[src/rtl/uncached_mem_port_pkg.sv]
// Shared uncached-port definitions: FSM encoding, AXI size codes and wstrb->size decode.
// Latency: none (types and pure functions only); backpressure: not applicable.
package uncached_mem_port_pkg;

    typedef enum logic [2:0] {
        ST_IDLE = 3'd0,
        ST_AR   = 3'd1,
        ST_R    = 3'd2,
        ST_AW_W = 3'd3,
        ST_B    = 3'd4,
        ST_RESP = 3'd5
    } ucm_state_e;

    localparam logic [2:0] SZ_B = 3'd0;
    localparam logic [2:0] SZ_H = 3'd1;
    localparam logic [2:0] SZ_W = 3'd2;

    // The pipeline only issues right-aligned byte/half/word masks.
    function automatic logic [2:0] strb_to_size(input logic [3:0] strb);
        case (strb)
            4'b0001: strb_to_size = SZ_B;
            4'b0011: strb_to_size = SZ_H;
            default: strb_to_size = SZ_W;
        endcase
    endfunction

endpackage

[src/rtl/uncached_mem_port_llsc_resv.sv]
// LL/SC reservation bit plus word tag; pass is combinational from the flops and the checked tag.
// Latency: set/clear take effect the next cycle; backpressure: none, always accepts set/clr.
module uncached_llsc_resv #(
    parameter int TAG_W = 30
) (
    input  logic             aclk,
    input  logic             aresetn,
    input  logic             set,
    input  logic [TAG_W-1:0] set_tag,
    input  logic             clr,
    input  logic [TAG_W-1:0] chk_tag,
    output logic             pass
);

    logic             llbit_q, llbit_d;
    logic [TAG_W-1:0] tag_q, tag_d;

    // A clear in the same cycle as an LL completion wins, so ERTN never leaves a stale reservation.
    always_comb begin
        llbit_d = llbit_q;
        tag_d   = tag_q;
        if (clr) begin
            llbit_d = 1'b0;
        end else if (set) begin
            llbit_d = 1'b1;
            tag_d   = set_tag;
        end
    end

    always_ff @(posedge aclk) begin
        if (!aresetn) begin
            llbit_q <= 1'b0;
            tag_q   <= '0;
        end else begin
            llbit_q <= llbit_d;
            tag_q   <= tag_d;
        end
    end

    assign pass = llbit_q && (tag_q == chk_tag);

endmodule

[src/rtl/uncached_mem_port.sv]
// Uncached/strongly-ordered request -> single-beat AXI; min latency 3 cycles, failed SC 1 cycle.
// Backpressure: one request in flight, others ignored until IDLE; LL/SC reservation under MEM_LLSC_EN.
module uncached_mem_port
    import uncached_mem_port_pkg::*;
#(
    parameter int ADDR_W = 32,
    parameter int DATA_W = 32
) (
    input  logic                aclk,
    input  logic                aresetn,
    input  logic [ADDR_W-1:0]   addr,
    input  logic                rvalid,
    input  logic                wvalid,
    input  logic                op,
    input  logic [DATA_W/8-1:0] wstrb,
    input  logic [DATA_W-1:0]   wdata,
    input  logic                is_atom,
    input  logic                flush,
    input  logic                llbit_clr,
    output logic                rready,
    output logic [DATA_W-1:0]   rdata,
    output logic                wready,
    output logic                sc_ok,
    output logic                busy,
    output logic [ADDR_W-1:0]   m_araddr,
    output logic                m_arvalid,
    input  logic                m_arready,
    output logic [2:0]          m_arsize,
    input  logic [DATA_W-1:0]   m_rdata,
    input  logic                m_rvalid,
    output logic                m_rready,
    output logic [ADDR_W-1:0]   m_awaddr,
    output logic                m_awvalid,
    input  logic                m_awready,
    output logic [2:0]          m_awsize,
    output logic [DATA_W-1:0]   m_wdata,
    output logic [DATA_W/8-1:0] m_wstrb,
    output logic                m_wvalid,
    input  logic                m_wready,
    input  logic                m_bvalid,
    output logic                m_bready
);

    ucm_state_e          state_q, state_d;
    logic [ADDR_W-1:0]   addr_q, addr_d;
    logic                op_q, op_d;
    logic [DATA_W/8-1:0] wstrb_q, wstrb_d;
    logic [DATA_W-1:0]   wdata_q, wdata_d;
    logic                aw_done_q, aw_done_d;
    logic                w_done_q, w_done_d;
    logic                cancel_q, cancel_d;
    logic [DATA_W-1:0]   rdata_q, rdata_d;
    logic                rready_q, rready_d;
    logic                wready_q, wready_d;
    logic                sc_ok_q, sc_ok_d;
    logic                req_acc;
    logic                sc_fail;

    assign req_acc = (state_q == ST_IDLE) && (rvalid || wvalid) && !flush;

`ifdef MEM_LLSC_EN
    logic atom_q, atom_d;
    logic resv_pass, resv_set, resv_clr;

    assign atom_d   = req_acc ? is_atom : atom_q;
    assign sc_fail  = op && is_atom && !resv_pass;
    assign resv_set = (state_q == ST_R) && m_rvalid && !op_q && atom_q && !(cancel_q || flush);
    assign resv_clr = llbit_clr || (req_acc && op && is_atom);

    always_ff @(posedge aclk) begin
        if (!aresetn) atom_q <= 1'b0;
        else          atom_q <= atom_d;
    end

    uncached_llsc_resv #(.TAG_W(ADDR_W-2)) u_resv (
        .aclk    (aclk),
        .aresetn (aresetn),
        .set     (resv_set),
        .set_tag (addr_q[ADDR_W-1:2]),
        .clr     (resv_clr),
        .chk_tag (addr[ADDR_W-1:2]),
        .pass    (resv_pass)
    );

    assign sc_ok = sc_ok_q;
`else
    logic unused_cfg;
    assign unused_cfg = ^{is_atom, llbit_clr, sc_ok_q};
    assign sc_fail    = 1'b0;
    assign sc_ok      = 1'b1;
`endif

    always_comb begin
        state_d   = state_q;
        addr_d    = addr_q;
        op_d      = op_q;
        wstrb_d   = wstrb_q;
        wdata_d   = wdata_q;
        aw_done_d = aw_done_q;
        w_done_d  = w_done_q;
        cancel_d  = cancel_q;
        rdata_d   = rdata_q;
        rready_d  = 1'b0;
        wready_d  = 1'b0;
        sc_ok_d   = sc_ok_q;
        case (state_q)
            ST_IDLE: begin
                cancel_d = 1'b0;
                if (req_acc) begin
                    addr_d  = addr;
                    op_d    = op;
                    wstrb_d = wstrb;
                    wdata_d = wdata;
                    if (!op) begin
                        state_d = ST_AR;
                    end else if (sc_fail) begin
                        state_d  = ST_RESP;
                        wready_d = 1'b1;
                        sc_ok_d  = 1'b0;
                    end else begin
                        state_d   = ST_AW_W;
                        aw_done_d = 1'b0;
                        w_done_d  = 1'b0;
                    end
                end
            end
            ST_AR: begin
                if (m_arready) state_d = ST_R;
            end
            ST_R: begin
                if (m_rvalid) begin
                    rdata_d  = m_rdata >> {addr_q[1:0], 3'b000};
                    rready_d = !(cancel_q || flush);
                    state_d  = ST_RESP;
                end
            end
            ST_AW_W: begin
                aw_done_d = aw_done_q || m_awready;
                w_done_d  = w_done_q || m_wready;
                if (aw_done_d && w_done_d) state_d = ST_B;
            end
            ST_B: begin
                if (m_bvalid) begin
                    wready_d = !(cancel_q || flush);
                    sc_ok_d  = 1'b1;
                    state_d  = ST_RESP;
                end
            end
            ST_RESP: begin
                cancel_d = 1'b0;
                state_d  = ST_IDLE;
            end
            default: state_d = ST_IDLE;
        endcase
        // The AXI beat cannot be aborted, so a flush only silences the completion pulse.
        if (flush && state_q != ST_IDLE && state_q != ST_RESP) cancel_d = 1'b1;
    end

    always_ff @(posedge aclk) begin
        if (!aresetn) begin
            state_q   <= ST_IDLE;
            addr_q    <= '0;
            op_q      <= 1'b0;
            wstrb_q   <= '0;
            wdata_q   <= '0;
            aw_done_q <= 1'b0;
            w_done_q  <= 1'b0;
            cancel_q  <= 1'b0;
            rdata_q   <= '0;
            rready_q  <= 1'b0;
            wready_q  <= 1'b0;
            sc_ok_q   <= 1'b0;
        end else begin
            state_q   <= state_d;
            addr_q    <= addr_d;
            op_q      <= op_d;
            wstrb_q   <= wstrb_d;
            wdata_q   <= wdata_d;
            aw_done_q <= aw_done_d;
            w_done_q  <= w_done_d;
            cancel_q  <= cancel_d;
            rdata_q   <= rdata_d;
            rready_q  <= rready_d;
            wready_q  <= wready_d;
            sc_ok_q   <= sc_ok_d;
        end
    end

    assign rready    = rready_q;
    assign wready    = wready_q;
    assign rdata     = rdata_q;
    assign busy      = (state_q != ST_IDLE);

    assign m_araddr  = addr_q;
    assign m_arvalid = (state_q == ST_AR);
    assign m_arsize  = SZ_W;
    assign m_rready  = (state_q == ST_R);

    assign m_awaddr  = addr_q;
    assign m_awvalid = (state_q == ST_AW_W) && !aw_done_q;
    assign m_awsize  = strb_to_size(wstrb_q);
    assign m_wdata   = wdata_q << {addr_q[1:0], 3'b000};
    assign m_wstrb   = wstrb_q << addr_q[1:0];
    assign m_wvalid  = (state_q == ST_AW_W) && !w_done_q;
    assign m_bready  = (state_q == ST_B);

endmodule

[config.mk]
export PLATFORM = sky130hd
export DESIGN_NAME = uncached_mem_port
export DESIGN_NICKNAME = d
export VERILOG_FILES = /design/src/rtl/uncached_mem_port_pkg.sv /design/src/rtl/uncached_mem_port_llsc_resv.sv /design/src/rtl/uncached_mem_port.sv
export SDC_FILE = /design/constraint.sdc
export NUM_CORES = 1
export LEC_CHECK = 0
export BUFFER_PORTS_ARGS = -buffer_cell sky130_fd_sc_hd__buf_2
export CORE_MARGIN = 2
export CORE_UTILIZATION = 41
export DETAILED_ROUTE_END_ITERATION = 6
export PLACE_DENSITY = 0.73
export RECOVER_POWER = 25
export SLEW_MARGIN = 10
export SYNTH_ARGS = -nofsm -noshare
export SYNTH_HDL_FRONTEND = slang
export SYNTH_SLANG_ARGS = --single-unit
export TNS_END_PERCENT = 10
[constraint.sdc]
create_clock -name aclk -period 5.2 [get_ports aclk]
set_input_delay 1.56 -clock aclk [delete_from_list [all_inputs] [get_ports aclk]]
set_output_delay 1.56 -clock aclk [all_outputs]
set_load 0.01 [all_outputs]
Word level (Yosys, flattened, before mapping)
Cells that the tools add are included.

word-level totals
  register bits = 108
  latch bits = 0
  RAM bits = 0
  memory bits (read-only) = 0
  bits of input ports = 113
  output and inout port bits = 147
  logic and storage cells = 67
  memories kept = 0

cells by class
  add/sub/neg operators = 0
  multipliers = 0
  div/mod/pow operators = 0
  $lt $le $gt $ge = 0
  equal/unequal tests = 14
  shift-type cells = 3
  mux-type cells = 14
  bitwise gates (word level) = 0
  reductions and logical operators = 26

operator list
  kind                                                                    number
  32-bit by 5-bit << shifter with 32-bit output                           1
  32-bit by 5-bit right shift with 32-bit output                          1
  3-bit 2-to-1 mux                                                        5
  3-bit one-hot mux with 5 select lines                                   1
  2-bit != test (second input constant)                                   5
  3-bit AND reduction                                                     3
  1-bit logical AND                                                       7
  3-bit by 2-bit equality test with 1-bit output (second input constant)  2
  3-bit equality test (second input constant)                             2
  5-bit AND reduction                                                     1
  4-bit by 1-bit equality test with 1-bit output (second input constant)  1
  4-bit by 2-bit equality test with 1-bit output (second input constant)  1
  1-bit zero test                                                         4
  1-bit logical OR                                                        4
  1-bit 2-to-1 mux                                                        4
  1-bit one-hot mux with 2 select lines                                   2
  2-bit one-hot mux with 2 select lines                                   1
  2-bit AND reduction                                                     2
  2-bit nonzero test                                                      2
  4-bit by 2-bit << shifter with 4-bit output                             1
  3-bit by 1-bit equality test with 1-bit output (second input constant)  1
  3-bit zero test                                                         1
  3-bit != test (second input constant)                                   1
  3-bit nonzero test                                                      1
  3 further kinds                                                         3

Longest topological paths before layout
  depth after elaboration = 5
  mapped depth = 7
  mapped depth without buffers = 4

Worst setup path after synthesis
No wires, ideal clock.

  path type = register to output
  start = register addr_q[1], in the netlist m_araddr[1]
  end = output port m_wdata[24]
  arrival time = 1.428 ns
  required time = 3.640 ns
  setup slack = 2.212 ns
  stages on the path, launching flop included = 6
  buffers on the path = 3
  cells stage by stage = dfxtp_1 > buf_2 > buf_2 > clkbuf_1 > a211oi_1 > a21oi_1

on the way
  cells in the longest elaborated chain, start to end = 1

RTL lines
  item                                           RTL line                  source
  start, declared                                uncached_mem_port.sv:45   logic [ADDR_W-1:0] addr_q, addr_d;
  start signal, assigned                         uncached_mem_port.sv:175  addr_q <= addr_d;
  32-bit by 5-bit << shifter with 32-bit output  uncached_mem_port.sv:202  assign m_wdata = wdata_q << {addr_q[1:0], 3'b000};
  end, declared                                  uncached_mem_port.sv:36   output logic [DATA_W-1:0] m_wdata,

Every way passes these cells.

Worst setup path in the final report
  start = input port aresetn
  end = register addr_q[11], in the netlist m_araddr[11]

RTL lines
  item             RTL line                 source
  start, declared  uncached_mem_port.sv:10  input logic aresetn,

No word-level cell between the ends.

==> impl_metrics.ini <==
[sta]
setup_violations = 0
worst_pin_slew_ns = 1.75
fmax_ghz = 0.250
post-route-period-util_pct = 76.8
clock_skew_ns = 0.00557
hold_ws_ns = 0.421
hold_viol = 0
setup_tns_ns = 0
slew_viol_final = 52
min_period_ns = 4.00
max-slew-margin-rel_pct = -17.5
rsz0062_at_grt = false

[floorplan]
die_area_sq_um = 13500
core_area_sq_um = 12200
chipWidth_um = 116
num_rows = 40
io_pins = 260
start_util_pct = 42.4
die_h_um = 116

[setup_path]
setup.worst_path.class = input pin to flip-flop
critPathMaxStageDelay_ns = 1.39
cpMaxStageDelayCell = clkinvlp_2
cp-end-kind = flip-flop
start_kind = input pin
critPathRequiredTime_ns = 5.48
crit_chain = clkbuf_1 -> clkinvlp_2 -> buf_4 -> a21oi_1
rrSetupSlack_ns = 2.83
crit_arrival_ns = 4.27
crit_fanout = 55

[clocking]
cts_tree = built
root_buffer = clkbuf_16
clock_latency_ns = 0.35
clk_path_buf_depth = 2
cts_resized = 0
cts_made_buffers = 9
ctsHoldBuffers = 0
post_cts_buffers = 0
clock-sinks = 108
htreeDepth = 3
cts.clk_slew.worst_paths_ns = 0.07

[pwr]
p_leak_nw = 2.75
ir_worst_vdd_mv = 0.295
pwr-share-seq_pct = 43.8
p_int_mw = 1.52
pwr-share-clk_pct = 31.9
pwr-share-comb_pct = 24.3
switching_share_pct = 32.1
powerDensity_nw_per_um2 = 349
p_switching_uw = 720

[placement]
place_congestion = 0.846
portBuffers = 252
hpwl_um = 10700

[logic_synthesis]
ys_ff_latch = 108
synth_area_per_cell_sq_um = 7.68
synth_compound_gate_area_share_pct = 16.8
syn_inst = 672
ys_types = 35
synthAdderAreaFrac_pct = 0
synth-simple-area-share_pct = 22.1
synth_top_family_by_area = simple AND/OR/NAND/NOR gates
yosysTopAreaCellShare_pct = 41.9
yosysTopAreaCell = dfxtp_1
synth.area.top_cells = dfxtp_1, nand2_1, a21oi_1
ys_seq_area_share_pct = 41.9
synth_xor_area_share_pct = 0.170
synthMuxAreaShare_pct = 8.54
synth_area_sq_um = 5160
yosysWarnings = 0

[routing]
first_pass_iters = 4
wl_met1_um = 6230
wl_met2_um = 7390
num_vias = 5113
drc_errors = 0
vias_per_cell = 4.97
routed_wl_um = 15200
top_layer_used = met4
ant_nets = 0
wl_met3_um = 1240
drtIter0Drc = 355
routedWlPerCell_um = 14.8

[layout]
layout_common_cells = buf_2, nand2_1, a21oi_1
layout.nets = 969
utilization_pct = 52.9
layout_commonest_cell = buf_2
drive_gt1_share_pct = 27.5
area_growth_pct = 24.7
diodes = 0
nFillCells = 1261

[global_routing]
antenna_found_initial = 0
grt_max_degree = 57
grt_pass1_wl_um = 22600
grt_pass1_vias = 4502
grt_overflow = 0
track_usage_pct = 21.5

[outcome]
status = finished, violations left
violations = capacitance limit, slew limit

[run]
max_cap_viol_count = 1

[hold_path]
hold_path_class = flip-flop to flip-flop
==> metrics by stage <==
step / area (sq um) / worst slack (ns) / total power [mW] / cells
after global placement: 6190 / 1.63 / 1.55 / 1013
after global routing: 6430 / 0.856 / 2.37 / 1029
after CTS: 6500 / 1.48 / 2.28 / 1029
final: 6430 / 1.20 / 2.24 / 1029
after detailed placement: 6190 / 1.61 / 1.55 / 1013
after floorplan: 5170 / 2.21 / 1.37 / 675
==> power by group through the flow <==
stage	registers, mW	logic, mW	clock network (mW)
2_1_floorplan	0.981	0.389	0
3_3_place_gp	0.998	0.552	0
3_5_place_dp	0.999	0.556	0
4_1_cts	0.981	0.559	0.736
5_1_grt	0.995	0.603	0.772
6_report	0.983	0.545	0.715
==> flip-flops by register name, summed over array words and instances (netlist names) <==
name	count
w_done_q	1
wdata_q	32
state_q	3
rdata	32
m_araddr	32
wstrb_q	4
aw_done_q	1
cancel_q	1
wready	1
rready	1
==> worst max-delay path: cells and delay by family <==
family                 cells  cell delay (ns)
buffers and inverters      3             2.44
AOI/OAI and AO/OA          1             0.21
==> cell families (layout without fill, tap and decap cells) <==
| logic type | after synthesis | count (layout) |
|---|---|---|
| AOI/OAI and AO/OA | 155 | 155 |
| xor gates and xnor gates | 1 | 1 |
| buffers and inverters | 92 | 278 |
| DFF | 108 | 108 |
| muxes | 43 | 43 |
| other | 2 | 5 |
| and+or+nand+nor | 271 | 271 |
==> final timing paths <==
check	start	end	depth (start not counted)
max	aresetn	m_araddr[11]	4
min	cancel_q	rready	1
max reg2reg	state_q[0]	m_araddr[29]	5
min reg2reg	cancel_q	rready	1
==> synthesized netlist by cell type, drive strengths merged <==
library cell / count
a2111oi: 1
a211oi: 19
a21boi: 2
a21oi: 111
and2: 10
and3: 3
and4: 1
buf: 61
clkbuf: 30
clkinv: 1
conb: 2
dfxtp: 108
mux2: 8
mux2i: 35
nand2: 175
nand2b: 2
nand3: 8
nand4bb: 1
nor2: 45
nor2b: 11
nor3: 9
nor3b: 3
nor4: 1
o211ai: 8
o21a: 2
o21ai: 9
o21bai: 1
o221ai: 1
o22ai: 1
or2: 1
or3: 1
xor2: 1
==> area by class of cell <==
| type | count | area [sq um] | share of cell area [%] |
|---|---|---|---|
| flip-flops and latches | 108 | 2160 | 33.7 |
| repair buffers | 261 | 1260 | 19.6 |
| clock buffers | 11 | 253 | 3.93 |
| well taps | 168 | 210 | 3.27 |
| multi-input cells | 475 | 2480 | 38.6 |
| inverters | 1 | 5.00 | 0.0778 |
| clock inverters | 5 | 57.6 | 0.895 |
==> routing by layer <==
layer / track usage, % / vias up
met4: 7.54 / 0
met2: 37.2 / 206
li1: - / 2570
met3: 7.21 / 26
met5: 0 / -
met1: 25.0 / 2311
Power figures use the tool's default switching activity.
